## config.mk

```make
export PLATFORM = sky130hd
export DESIGN_NAME = ads131_frame_unpacker
export DESIGN_NICKNAME = d
export VERILOG_FILES = /design/src/rtl/ads131_pkg.sv /design/src/rtl/ads131_sample_fifo.sv /design/src/rtl/ads131_frame_unpacker.sv
export SDC_FILE = /design/constraint.sdc
export NUM_CORES = 1
export LEC_CHECK = 0
export CAP_MARGIN = 20
export CORE_ASPECT_RATIO = 1.2
export CORE_MARGIN = 1
export CORE_UTILIZATION = 35
export CTS_CLUSTER_SIZE = 16
export DETAILED_ROUTE_END_ITERATION = 8
export PLACE_DENSITY = 0.55
export SLEW_MARGIN = 20
export SYNTH_ARGS = -nofsm -noshare
export SYNTH_HDL_FRONTEND = slang
export SYNTH_HIERARCHICAL = 1
export SYNTH_SLANG_ARGS = --single-unit
```

## constraint.sdc

```tcl
create_clock -name i_system_clock -period 13.5 [get_ports i_system_clock]
set_clock_uncertainty 0.15 [all_clocks]
set_input_delay 2.7 -clock i_system_clock [delete_from_list [all_inputs] [get_ports i_system_clock]]
set_output_delay 2.7 -clock i_system_clock [all_outputs]
set_load 0.01 [all_outputs]
```

## src/rtl/ads131_pkg.sv

```systemverilog
// Shared definitions for the ADS131A0x frame unpacker.
//   STAT_1_HDR : expected top byte of the STAT_1 status word
//   MAX_CH     : widest supported frame (A04)
//   state_e    : unpacker FSM states
//   sext24/sext16 : sign extension of a channel word to 32 bits
//   sat_add8   : saturating 8-bit counter increment
package ads131_pkg;

    localparam logic [7:0]  STAT_1_HDR = 8'h22;
    localparam int unsigned MAX_CH     = 4;

    typedef enum logic [2:0] {
        IDLE   = 3'd0,
        STATUS = 3'd1,
        CHAN   = 3'd2,
        CRC    = 3'd3,
        COMMIT = 3'd4
    } state_e;

    function automatic logic [31:0] sext24(input logic [23:0] d);
        return {{8{d[23]}}, d};
    endfunction

    function automatic logic [31:0] sext16(input logic [15:0] d);
        return {{16{d[15]}}, d};
    endfunction

    function automatic logic [7:0] sat_add8(input logic [7:0] a, input logic [1:0] inc);
        logic [8:0] sum;
        sum = {1'b0, a} + {7'd0, inc};
        return sum[8] ? 8'hFF : sum[7:0];
    endfunction

endpackage

```

## src/rtl/ads131_sample_fifo.sv

```systemverilog
// First-word-fall-through sample FIFO.
//   i_clk, i_rst_n       : clock, async active-low reset
//   i_push, i_push_data  : write strobe and entry
//   i_pop_ready          : consumer accepts head when o_valid is high
//   o_valid, o_data      : head entry (o_data forced to 0 while empty)
//   o_free               : number of free entries
module ads131_sample_fifo #(
    parameter int unsigned DEPTH = 16,
    parameter int unsigned WIDTH = 35
) (
    input  logic                       i_clk,
    input  logic                       i_rst_n,
    input  logic                       i_push,
    input  logic [WIDTH-1:0]           i_push_data,
    input  logic                       i_pop_ready,
    output logic                       o_valid,
    output logic [WIDTH-1:0]           o_data,
    output logic [$clog2(DEPTH):0]     o_free
);

    localparam int unsigned AW = $clog2(DEPTH);

    logic [WIDTH-1:0] r_mem [DEPTH];
    logic [AW-1:0]    r_wr_ptr;
    logic [AW-1:0]    r_rd_ptr;
    logic [AW:0]      r_count;
    logic             w_pop;
    logic             w_push;

    assign w_pop  = (r_count != '0) && i_pop_ready;
    // A pop in the same cycle frees the slot, so a full FIFO still accepts.
    assign w_push = i_push && ((r_count != (AW+1)'(DEPTH)) || w_pop);

    always_ff @(posedge i_clk) begin
        if (w_push) r_mem[r_wr_ptr] <= i_push_data;
    end

    always_ff @(posedge i_clk or negedge i_rst_n) begin
        if (!i_rst_n) begin
            r_wr_ptr <= '0;
            r_rd_ptr <= '0;
            r_count  <= '0;
        end else begin
            if (w_push) r_wr_ptr <= r_wr_ptr + 1'b1;
            if (w_pop)  r_rd_ptr <= r_rd_ptr + 1'b1;
            if (w_push && !w_pop)      r_count <= r_count + 1'b1;
            else if (!w_push && w_pop) r_count <= r_count - 1'b1;
        end
    end

    assign o_valid = (r_count != '0);
    assign o_data  = o_valid ? r_mem[r_rd_ptr] : '0;
    assign o_free  = (AW+1)'(DEPTH) - r_count;

endmodule

```

## src/rtl/ads131_frame_unpacker.sv

```systemverilog
// Unpacks ADS131A0x DRDY frames (status, NUM_CH channel words, optional CRC) into a sample
// stream. Frames are staged and only committed whole, so a consumer never sees a partial frame.
//   i_system_clock, i_reset_n         : clock, async active-low reset
//   i_frame_start, i_frame_abort      : frame delimiters from the SPI engine
//   i_word_valid, i_word_data         : received word strobe and data
//   o_sample_valid/i_sample_ready     : output handshake
//   o_sample_data/ch/last             : sign-extended sample, channel, end-of-frame flag
//   o_status_word                     : top 16 bits of the last committed status word
//   o_hdr_err_cnt, o_ovf_cnt          : saturating drop counters
module ads131_frame_unpacker
    import ads131_pkg::*;
#(
    parameter int unsigned NUM_CH     = 4,
    parameter int unsigned WORD_BITS  = 24,
    parameter bit          CRC_EN     = 1'b0,
    parameter logic [7:0]  STATUS_HDR = STAT_1_HDR,
    parameter int unsigned FIFO_DEPTH = 16
) (
    input  logic                 i_system_clock,
    input  logic                 i_reset_n,
    input  logic                 i_frame_start,
    input  logic                 i_frame_abort,
    input  logic                 i_word_valid,
    input  logic [WORD_BITS-1:0] i_word_data,
    output logic                 o_sample_valid,
    input  logic                 i_sample_ready,
    output logic [31:0]          o_sample_data,
    output logic [1:0]           o_sample_ch,
    output logic                 o_sample_last,
    output logic [15:0]          o_status_word,
    output logic [7:0]           o_hdr_err_cnt,
    output logic [7:0]           o_ovf_cnt
);

    localparam int unsigned FREE_W  = $clog2(FIFO_DEPTH) + 1;
    localparam logic [1:0]  LAST_CH = 2'(NUM_CH - 1);

    state_e      r_state, w_state_d;
    logic [1:0]  r_ch_idx, w_ch_idx_d;
    logic [1:0]  r_push_idx, w_push_idx_d, w_push_idx;
    logic        r_first, w_first_d;
    logic [31:0] r_stage [MAX_CH];
    logic [15:0] r_stat_stage;
    logic [15:0] r_status_word;
    logic [7:0]  r_hdr_err_cnt;
    logic [7:0]  r_ovf_cnt;

    logic              w_start, w_hdr_ok, w_fits;
    logic              w_stage_we, w_stat_we, w_status_upd, w_push, w_ovf_inc;
    logic [1:0]        w_hdr_inc;
    logic [31:0]       w_sample;
    logic [34:0]       w_push_data, w_fifo_data;
    logic [FREE_W-1:0] w_free;
    logic              w_unused_pad;

    // 32-bit words carry 24-bit data MSB-aligned with a pad byte below.
    if (WORD_BITS == 16) begin : g_w16
        assign w_sample = sext16(i_word_data[15:0]);
    end else begin : g_w24
        assign w_sample = sext24(i_word_data[WORD_BITS-1 -: 24]);
    end
    assign w_unused_pad = ^i_word_data;

    assign w_start     = i_word_valid && i_frame_start;
    assign w_hdr_ok    = (i_word_data[WORD_BITS-1 -: 8] == STATUS_HDR);
    assign w_fits      = (w_free >= FREE_W'(NUM_CH));
    assign w_push_idx  = r_first ? 2'd0 : r_push_idx;
    assign w_push_data = {(w_push_idx == LAST_CH), w_push_idx, r_stage[w_push_idx]};

    always_comb begin
        w_state_d    = r_state;
        w_ch_idx_d   = r_ch_idx;
        w_push_idx_d = r_push_idx;
        w_first_d    = 1'b0;
        w_stage_we   = 1'b0;
        w_stat_we    = 1'b0;
        w_status_upd = 1'b0;
        w_push       = 1'b0;
        w_ovf_inc    = 1'b0;
        w_hdr_inc    = 2'd0;
        unique case (r_state)
            IDLE: begin
                if (w_start) begin
                    if (w_hdr_ok) begin
                        w_stat_we  = 1'b1;
                        w_ch_idx_d = 2'd0;
                        w_state_d  = CHAN;
                    end else begin
                        w_hdr_inc = 2'd1;
                    end
                end
            end
            CHAN, CRC: begin
                if (w_start) begin
                    // New frame started over an unfinished one: drop it, restart on this word.
                    if (w_hdr_ok) begin
                        w_hdr_inc  = 2'd1;
                        w_stat_we  = 1'b1;
                        w_ch_idx_d = 2'd0;
                        w_state_d  = CHAN;
                    end else begin
                        w_hdr_inc = 2'd2;
                        w_state_d = IDLE;
                    end
                end else if (i_frame_abort) begin
                    w_hdr_inc = 2'd1;
                    w_state_d = IDLE;
                end else if (i_word_valid) begin
                    if (r_state == CRC) begin
                        w_state_d = COMMIT;
                        w_first_d = 1'b1;
                    end else begin
                        w_stage_we = 1'b1;
                        if (r_ch_idx == LAST_CH) begin
                            w_state_d = CRC_EN ? CRC : COMMIT;
                            w_first_d = !CRC_EN;
                        end else begin
                            w_ch_idx_d = r_ch_idx + 2'd1;
                        end
                    end
                end
            end
            COMMIT: begin
                if (i_word_valid) w_hdr_inc = 2'd1;
                if (r_first && !w_fits) begin
                    w_ovf_inc = 1'b1;
                    w_state_d = IDLE;
                end else begin
                    w_push = 1'b1;
                    if (w_push_idx == LAST_CH) begin
                        w_status_upd = 1'b1;
                        w_state_d    = IDLE;
                    end else begin
                        w_push_idx_d = w_push_idx + 2'd1;
                    end
                end
            end
            default: w_state_d = IDLE;
        endcase
    end

    always_ff @(posedge i_system_clock or negedge i_reset_n) begin
        if (!i_reset_n) begin
            r_state       <= IDLE;
            r_ch_idx      <= '0;
            r_push_idx    <= '0;
            r_first       <= 1'b0;
            r_stat_stage  <= '0;
            r_status_word <= '0;
            r_hdr_err_cnt <= '0;
            r_ovf_cnt     <= '0;
            for (int i = 0; i < MAX_CH; i++) r_stage[i] <= '0;
        end else begin
            r_state    <= w_state_d;
            r_ch_idx   <= w_ch_idx_d;
            r_push_idx <= w_push_idx_d;
            r_first    <= w_first_d;
            if (w_stage_we)   r_stage[r_ch_idx] <= w_sample;
            if (w_stat_we)    r_stat_stage <= i_word_data[WORD_BITS-1 -: 16];
            if (w_status_upd) r_status_word <= r_stat_stage;
            r_hdr_err_cnt <= sat_add8(r_hdr_err_cnt, w_hdr_inc);
            r_ovf_cnt     <= sat_add8(r_ovf_cnt, {1'b0, w_ovf_inc});
        end
    end

    ads131_sample_fifo #(
        .DEPTH (FIFO_DEPTH),
        .WIDTH (35)
    ) u_fifo (
        .i_clk       (i_system_clock),
        .i_rst_n     (i_reset_n),
        .i_push      (w_push),
        .i_push_data (w_push_data),
        .i_pop_ready (i_sample_ready),
        .o_valid     (o_sample_valid),
        .o_data      (w_fifo_data),
        .o_free      (w_free)
    );

    assign o_sample_last = w_fifo_data[34];
    assign o_sample_ch   = w_fifo_data[33:32];
    assign o_sample_data = w_fifo_data[31:0];
    assign o_status_word = r_status_word;
    assign o_hdr_err_cnt = r_hdr_err_cnt;
    assign o_ovf_cnt     = r_ovf_cnt;

endmodule

```

=== Word level (Yosys, flattened, before mapping) ===
Memory sizes are Yosys's and may differ from the RTL's.
Index checks and enable logic that the tools add are counted.

* Logic and storage cells: 130
* ROM bits: 0
* Bits in latches: 0
* Bits in registers: 197
* Memories kept: 1
* Output and inout bits: 68
* Bits in writable memories: 560
* Bits of input ports: 30

{| class="wikitable"
|+ Memory list
! memory !! words !! bits a word !! rd ports !! clocked after Yosys merged registers in !! wr ports !! RTL line !! text
|-
| u_fifo.r_mem || 16 || 35 || 1 || 0 || 1 || ads131_sample_fifo.sv:23 || <nowiki>logic [WIDTH-1:0] r_mem [DEPTH];</nowiki>
|}

* Bitwise gates (word level): 4
* Equality and inequality tests: 16
* Shifts and indexed selects: 0
* Order comparisons: 4
* Reductions and logical operators: 20
* Add/subtract/negate cells: 9
* Mux-type cells: 61
* Divide/modulo/power cells: 0
* Multiply operators: 0

{| class="wikitable"
|+ Operator list
! kind !! count
|-
| $bwmux W128 || 1
|-
| $mux W32 || 3
|-
| $bmux W32 S2 || 1
|-
| $demux W32 S2 || 1
|-
| $mux W35 || 1
|-
| $mux W1 || 27
|-
| $mux W3 || 9
|-
| $mux W2 || 11
|-
| $mux W8 || 2
|-
| $ne A3 B3 Y1 const B || 4
|-
| $mux W5 || 2
|-
| $ne A5 B5 Y1 const B || 2
|-
| $add A8 B1 Y9 || 1
|-
| $add A8 B2 Y9 || 1
|-
| $pmux W3 S3 || 1
|-
| $add A4 B1 Y4 const B || 2
|-
| $eq A8 B6 Y1 const B || 1
|-
| $logic_and A1 B1 Y1 || 7
|-
| $eq A3 B2 Y1 const B || 2
|-
| $ge A3 B3 Y1 const B || 2
|-
| $not A2 Y3 || 2
|-
| $pmux W2 S3 || 1
|-
| $reduce_and A6 Y1 || 1
|-
| $add A5 B1 Y5 const B || 1
|-
| 21 further kinds || 28
|}

=== Logic depth before layout (Yosys ltp) ===
Gate-level depths: netlist (run 1).

* Word-level depth: 11
* Depth in mapped cells: 15
* Mapped depth without buffers: 15

=== Modules after synthesis ===
The synthesis (run 1) kept the hierarchy.

{| class="wikitable"
|+ By module, submodules not included
! module !! cells an instance !! area an instance (sq um) !! seq. area each (sq um) !! times used
|-
| ads131_sample_fifo || 1,234 || 22,636.7 || 17,141.4 || 1
|-
| ads131_frame_unpacker || 537 || 6,845.3 || 3,778.6 || 1
|}

=== Least setup slack after synthesis (run 1) ===
Ideal clock, no wire load.

* Path kind: register to register
* From: register r_first
* To: memory u_fifo.r_mem[0][23] (data pin)
* Cell stages (with the launch flop): 7
* Setup slack: 6,518 ps
* Data arrival time: 5,769 ps
* Data required time: 12,287 ps
* Period minus slack after synthesis: 6,982 ps
* Buffers on the path: 2
* Setup time: 1,063 ps
* Cells stage by stage: dfrtp_1 nand2b_1 clkbuf_1 inv_2 clkbuf_1 nand2_1 a31oi_1

* Word-level cells in the longest chain between the ends: 5

{| class="wikitable"
|+ Ends and longest elaborated chain
! item !! RTL line !! text
|-
| from (decl) || ads131_frame_unpacker.sv:41 || <nowiki>logic r_first, w_first_d;</nowiki>
|-
| from (signal assigned) || ads131_frame_unpacker.sv:157 || <nowiki>r_first <= w_first_d;</nowiki>
|-
| $mux W2 || ads131_frame_unpacker.sv:67 || <nowiki>assign w_push_idx = r_first ? 2'd0 : r_push_idx;</nowiki>
|-
| named net w_push_data[32] || ads131_frame_unpacker.sv:52 || <nowiki>logic [34:0] w_push_data, w_fifo_data;</nowiki>
|-
| $not A2 Y3 (not written as such) || ads131_frame_unpacker.sv:68 || <nowiki>assign w_push_data = {(w_push_idx == LAST_CH), w_push_idx, r_stage[w_push_idx]};</nowiki>
|-
| $bmux W32 S2 || ads131_frame_unpacker.sv:68 ||
|-
| $mux W32 (not written as such) (2 in series) || ads131_frame_unpacker.sv:68 ||
|-
| named net w_push_data[23] || ads131_frame_unpacker.sv:52 ||
|-
| to (decl) || ads131_sample_fifo.sv:23 ||
|}

The timed path passes the listed nets, and every way through them passes these cells. The select of a mux whose other input is x is not followed.

=== Final worst setup path (run 1) ===
* From: register u_fifo.r_rd_ptr[0]
* To: output o_sample_data[22]

* Word-level cells in the longest chain between the ends: 2

{| class="wikitable"
|+ Ends and longest elaborated chain
! item !! RTL line !! text
|-
| from (decl) || ads131_sample_fifo.sv:25 || <nowiki>logic [AW-1:0] r_rd_ptr;</nowiki>
|-
| from (signal assigned) || ads131_sample_fifo.sv:45 || <nowiki>if (w_pop) r_rd_ptr <= r_rd_ptr + 1'b1;</nowiki>
|-
| $mem_v2 Z16 W35 || -- ||
|-
| $mux W35 || ads131_sample_fifo.sv:52 || <nowiki>assign o_data = o_valid ? r_mem[r_rd_ptr] : '0;</nowiki>
|-
| to (decl) || ads131_frame_unpacker.sv:27 || <nowiki>output logic [31:0] o_sample_data,</nowiki>
|}

No other way between the ends.

==> results of run 1 <==
==> sequential cells by signal (all words and copies together), names as in the netlist <==
| register | cells |
|---|---|
| u_fifo/r_wr_ptr | 4 |
| u_fifo/r_rd_ptr | 4 |
| u_fifo/r_count | 5 |
| r_ch_idx | 2 |
| u_fifo/r_mem | 560 |
| r_stage | 96 |
| o_hdr_err_cnt | 8 |
| r_state | 2 |
| r_first | 1 |
| o_ovf_cnt | 8 |
| o_status_word | 16 |
| r_stat_stage | 16 |
| r_push_idx | 2 |
==> final timing paths <==
| path | start | endpoint | slack, ps | cells past startpoint |
|---|---|---|---|---|
| min in group asynchronous | i_reset_n | o_status_word[5] | 2020 | 1 |
| worst min register to register | r_stat_stage[13] | r_stat_stage[13] | 310 | 1 |
| worst max register to register | r_first | u_fifo/r_mem[12][30] | 9550 | 6 |
| worst max-delay path | u_fifo/r_rd_ptr[0] | o_sample_data[22] | 6030 | 6 |
| max in group asynchronous | i_reset_n | u_fifo/r_rd_ptr[0] | 9590 | 2 |
| worst min-delay path | r_stat_stage[13] | r_stat_stage[13] | 310 | 1 |
==> worst max-delay path, stage by stage, from the launching register on <==
cell and delay, ps:
sky130_fd_sc_hd__dfrtp_4 1090, sky130_fd_sc_hd__buf_4 930, sky130_fd_sc_hd__mux2i_1 200, sky130_fd_sc_hd__a22oi_1 250
sky130_fd_sc_hd__nand2_1 80, sky130_fd_sc_hd__o21ai_0 620, sky130_fd_sc_hd__clkdlybuf4s50_1 670
==> cell type report <==
| cell class | instances | area share, % |
|---|---|---|
| Clock buffer | 98 | 5.941 |
| Clock inverter | 40 | 1.174 |
| Inverter | 25 | 0.2752 |
| Multi-Input combinational cell | 926 | 23.16 |
| Sequential cell | 724 | 61.37 |
| Tap cell | 1121 | 4.113 |
| Timing Repair Buffer | 146 | 3.967 |
==> metal layers <==
layer,track usage (%),routed length [um],vias to the layer above
met5,0,13,-
met1,21.42,29960,8243
met4,5.185,1531,2
met2,28.93,36800,347
li1,-,-,7128
met3,2.903,3191,89
==> power by group through the flow <==
stage	Combinational, mW	Clock [mW]	Sequential [mW]
global route	1.61	2.18	2.51
CTS	1.53	2.10	2.50
floorplan	0.999	0	2.48
detailed placement	1.52	0	2.55
global placement	1.51	0	2.55
finish	1.50	2.04	2.50
==> per-stage QoR <==
step	power, mW	util (%)	instance area, sq um	hold WS [ps]
finish	6.047	40.86	34100	306.7
global route	6.298	40.86	34100	331.2
CTS	6.125	40.85	34090	312.7
detailed placement	4.070	37.94	31670	295.2
global placement	4.059	37.92	31650	294.5
floorplan	3.481	-	29470	278.3
==> results.txt, run 1 <==
Max-slew headroom at the worst pin -> 28.32%
Clock buffers created by TritonCTS -> 76
Leakage power figure -> 12.58 nW
Final Max Slew Viols -> 0
Commonest cells after routing, fill and taps aside -> sky130_fd_sc_hd__edfxtp_1 (560), sky130_fd_sc_hd__mux2i_1 (250), sky130_fd_sc_hd__dfrtp_1 (162)
Largest buffer count on any clock path -> 3
Area of the multi-input gates -> 7899 sq um
Maximum vdd ir drop -> 0.0002647 V
Non-filler instance count after layout -> 3,080
Unrepaired setup endpoints after global routing -> no
Initial detailed-routing violation count -> 1,262
Worst-Skew Late Latency -> 630 ps
Post-detailed-route DRC marker count -> 0
Pin count of the biggest net entering global routing -> 114
Io pins -> 98
Clk root buf -> sky130_fd_sc_hd__clkbuf_16
Worst setup slack before clock tree synthesis -> 6776 ps
Routability Congestion -> 0.7283
Global routing usage summed across all routing layers -> 16.80%
Global-route wire length before repair -> 105,900 um
Total instance count after detailed placement -> 2,942
TritonCTS clock tree -> built
Overall die width -> 266.9 um
Worst EP arrival -> 4620 ps
Post-synth design cell area -> 29,470 sq um
Yosys warns -> 6
Detailed-route vias per instance -> 5.133
Via count -> 15,809
Max-cap viol count -> 0
FF/Latch Area -> 20,930 sq um
Post-synthesis instance total -> 1,770
Number of sinks on the clock net -> 724
Status -> finished clean
Core footprint -> 83,460 sq um
Detail-routed net length per standard cell -> 23.21 um
Clock transition at the registers of the reported paths -> 60 ps
Clock network fraction of total power -> 33.8%
Comb pwr share -> 24.8%
Number of failing hold endpoints at the final stage -> 0
Synthesis-to-finish area growth -> 15.69%
Average size of a mapped cell -> 16.65 sq um
Actual transition at the worst max-transition pin -> 1075 ps
Via count of the first global-routing pass -> 16,387
Total setup buffers inserted after CTS -> 0
Net count of the finished layout -> 1,952
Fraction of layout instances using a drive strength above 1 -> 18.02%
CP Launch Type -> flip-flop
Most frequent standard cell in the layout excluding fill and tap cells -> sky130_fd_sc_hd__edfxtp_1
# diodes -> 0
Cell Pwr Density -> 177.3 nW/um^2
GRT overflow -> 0
Die boundary height -> 319.9 um
Worst EP required -> 10,650 ps
Part of the power in registers -> 41.4%
Rows -> 116
Cell-internal power -> 4.199 mW
Tcrit/Tclk final -> 55.34%
Switching share of power -> 30.55%
Post-layout minimum cycle time -> 7471 ps
Biggest fanout along the worst timing path -> 62
Antenna violations before repair -> 1
Detailed-router iteration count before antenna repair -> 5
Switching power total -> 1.847 mW
Routed Antenna Nets -> 0
Final wirelength -> 71,490 um
Hold-fix buffers at CTS -> 0
TNS Setup -> 0 ps
Crit Path Category -> reg2out
Starting Density -> 35.32%
Number of buffers added on ports -> 97
Resized cells post-CTS -> 0
Worst Setup Slack, final -> 6029 ps
Maximum level of the CTS H-tree -> 3
Crit path capture type -> output port
Highest clock frequency the design can meet -> 133.8 MHz
Post-synthesis net count -> 1,823
Number of filler instances in the final layout -> 7,498
Die area -> 85,380 sq um
Estimated wirelength of the detail-placed design -> 39,020 um
Path category of the worst min-delay check -> reg2reg
Count of final setup violators -> 0
No activity file was read; power rests on OpenSTA's default activity.
==> run 2, diff against run 1 <==
- clock period: 13.5 -> 7.45 ns (I/O delays scaled with it)
==> results.txt, run 2 (synthesized netlist as in run 1, its figures left out) <==
Maximum level of the CTS H-tree -> 3 (unchanged)
Cell-internal power -> 7.744 mW (+84%)
Synthesis-to-finish area growth -> 16.22%
Area of the multi-input gates -> 7886 sq um (-0.16%)
Io pins -> 98 (unchanged)
Switching share of power -> 29.97% (-0.58 points)
Via count of the first global-routing pass -> 16,485 (+0.60%)
Fraction of layout instances using a drive strength above 1 -> 18.38% (+0.36 points)
Critical path endpoint -> o_sample_data[30]
Count of final setup violators -> 0 (unchanged)
Net count of the finished layout -> 1,960 (+0.41%)
Actual transition at the worst max-transition pin -> 1108 ps (+33.16 ps)
Hold-fix buffers at CTS -> 0 (unchanged)
Number of filler instances in the final layout -> 7,492 (-0.080%)
TNS Setup -> 0 ps (unchanged)
Cell Pwr Density -> 322.8 nW/um^2 (+82%)
Pin count of the biggest net entering global routing -> 117 (+2.6%)
Worst setup slack for register-to-register paths -> 3320 ps (-6230 ps)
Core utilization of the finished layout -> 41.05% (+0.19 points)
Max-cap viol count -> 0 (unchanged)
Starting Density -> 35.32% (unchanged)
Maximum vdd ir drop -> 0.0002241 V (-15%)
Path category of the worst min-delay check -> reg2reg
Initial detailed-routing violation count -> 1,153 (-8.6%)
Tcrit/Tclk final -> 77.75%
Estimated wirelength of the detail-placed design -> 40,440 um (+3.6%)
Endpoint of the lowest-slack register-to-register path -> u_fifo/r_mem[12][8]
Crit path capture type -> output port
Antenna violations before repair -> 1 (unchanged)
Biggest fanout along the worst timing path -> 35 (-44%)
Detail-routed net length per standard cell -> 23.04 um (-0.73%)
Worst EP required -> 5810 ps (-4840 ps)
Resized cells post-CTS -> 0 (unchanged)
Total setup buffers inserted after CTS -> 0 (unchanged)
Largest register FFs -> 560 (unchanged)
Register with the most flip-flops -> u_fifo/r_mem
Via count -> 15,800 (-0.057%)
Global-route wire length before repair -> 106,300 um (+0.38%)
Number of failing hold endpoints at the final stage -> 0 (unchanged)
Crit Path Category -> reg2out
Highest clock frequency the design can meet -> 172.6 MHz
Status -> finished clean
Die boundary height -> 319.9 um (unchanged)
Leakage power figure -> 12.66 nW (+0.61%)
# diodes -> 0 (unchanged)
Clock network fraction of total power -> 34.5% (+0.7 points)
Worst EP arrival -> 4150 ps (-470 ps)
CP Launch Type -> flip-flop
Post-layout minimum cycle time -> 5792 ps
Sequence of cells on the critical path -> and2_2 -> buf_4 -> a22oi_1 -> nand3_1 -> o21ai_0 -> clkdlybuf4s50_1
Switching power total -> 3.314 mW (+79%)
Most frequent standard cell in the layout excluding fill and tap cells -> sky130_fd_sc_hd__edfxtp_1
Routed Antenna Nets -> 0 (unchanged)
Max-slew headroom at the worst pin -> 26.11% (-2.2 points)
Clock transition at the registers of the reported paths -> 60 ps (about the same)
Post-detailed-route DRC marker count -> 0 (unchanged)
Part of the power in registers -> 40.9% (-0.5 points)
Number of sinks on the clock net -> 724 (unchanged)
Commonest cells after routing, fill and taps aside -> sky130_fd_sc_hd__edfxtp_1 (560), sky130_fd_sc_hd__mux2i_1 (250), sky130_fd_sc_hd__dfrtp_1 (163)
GRT overflow -> 0 (unchanged)
Final wirelength -> 71,220 um (-0.38%)
Number of buffers added on ports -> 97 (unchanged)
Core footprint -> 83,460 sq um (unchanged)
Routability Congestion -> 0.7352 (+0.95%)
TritonCTS clock tree -> built
Worst-Skew Late Latency -> 620 ps (about the same)
Clock buffers created by TritonCTS -> 78 (+2.6%)
Global routing usage summed across all routing layers -> 16.77% (-0.034 points)
Largest buffer count on any clock path -> 3 (unchanged)
FF-to-FF Start -> u_fifo/r_count[0]
Comb pwr share -> 24.6% (-0.2 points)
Clk root buf -> sky130_fd_sc_hd__clkbuf_16
Detailed-route vias per instance -> 5.112 (-0.41%)
Cell depth of the worst flop-to-flop path -> 11 (+5)
Final Max Slew Viols -> 0 (unchanged)
Unrepaired setup endpoints after global routing -> no
Highest cell delay on the worst timing path -> 1050 ps (-40 ps)
FF/Latch Area -> 20,920 sq um (about the same)
Detailed-router iteration count before antenna repair -> 5 (unchanged)
Launching instance or port of the critical path -> u_fifo/r_rd_ptr[2]
Die area -> 85,380 sq um (unchanged)
Critical Path Slowest Stage Cell -> sky130_fd_sc_hd__dfrtp_1
Overall die width -> 266.9 um (unchanged)
Biggest registers after layout -> u_fifo/r_mem (560), r_stage (96)
Rows -> 116 (unchanged)
-- run 2: power groups by stage --
stage          logic [mW]  clock network [mW]  registers [mW]
3_3_place_gp         2.71                   0            4.60
5_1_grt              2.90                4.06            4.53
2_1_floorplan        1.81                   0            4.50
3_5_place_dp         2.75                   0            4.61
6_report             2.72                3.82            4.52
4_1_cts              2.75                3.90            4.52
-- run 2: layout make-up --
cell class              count  share of cell area [%]
flip-flops and latches    724                   61.08
clock inverters            45                   1.282
clock buffers              98                   6.096
multi-input cells         926                   23.02
inverters                  25                  0.2739
well taps                1121                   4.094
repair buffers            152                   4.153
-- run 2: worst min path at each step --
stage	startpoint	end	slack, ps	cells past startpoint
2_1_floorplan	r_stat_stage[13]	r_stat_stage[13]	280	1
6_report	r_stat_stage[13]	r_stat_stage[13]	310	1
4_1_cts	r_stat_stage[13]	r_stat_stage[13]	320	1
3_5_place_dp	r_stat_stage[13]	r_stat_stage[13]	300	1
5_1_grt	r_stat_stage[9]	r_stat_stage[9]	330	1
3_3_place_gp	r_stat_stage[13]	r_stat_stage[13]	300	1
-- run 2: critical path: cells and delay by family (launching register included) --
kind                   cells  cell delay (ps)
buffers and inverters      2              970
and+or+nand+nor            2             1140
AOI/OAI and AO/OA          2              320
DFF                        1             1050
-- run 2: metrics by stage --
step	cells	hold WS [ps]	cell area, sq um	total power, mW	worst slack [ps]
6_report	3091	311.8	34260	11.06	1658
4_1_cts	3091	315.0	34250	11.18	1596
2_1_floorplan	1770	278.3	29470	6.308	468.0
5_1_grt	3091	332.5	34260	11.50	1518
3_3_place_gp	2947	296.2	31700	7.311	2210
3_5_place_dp	2948	297.6	31720	7.353	2230
-- run 2: per-layer routing --
layer,track usage (%),wire [um],vias up
li1,-,-,7143
met1,21.63,30690,8263
met2,29.33,36520,314
met3,2.641,2940,78
met4,3.972,1059,2
met5,0,12,-
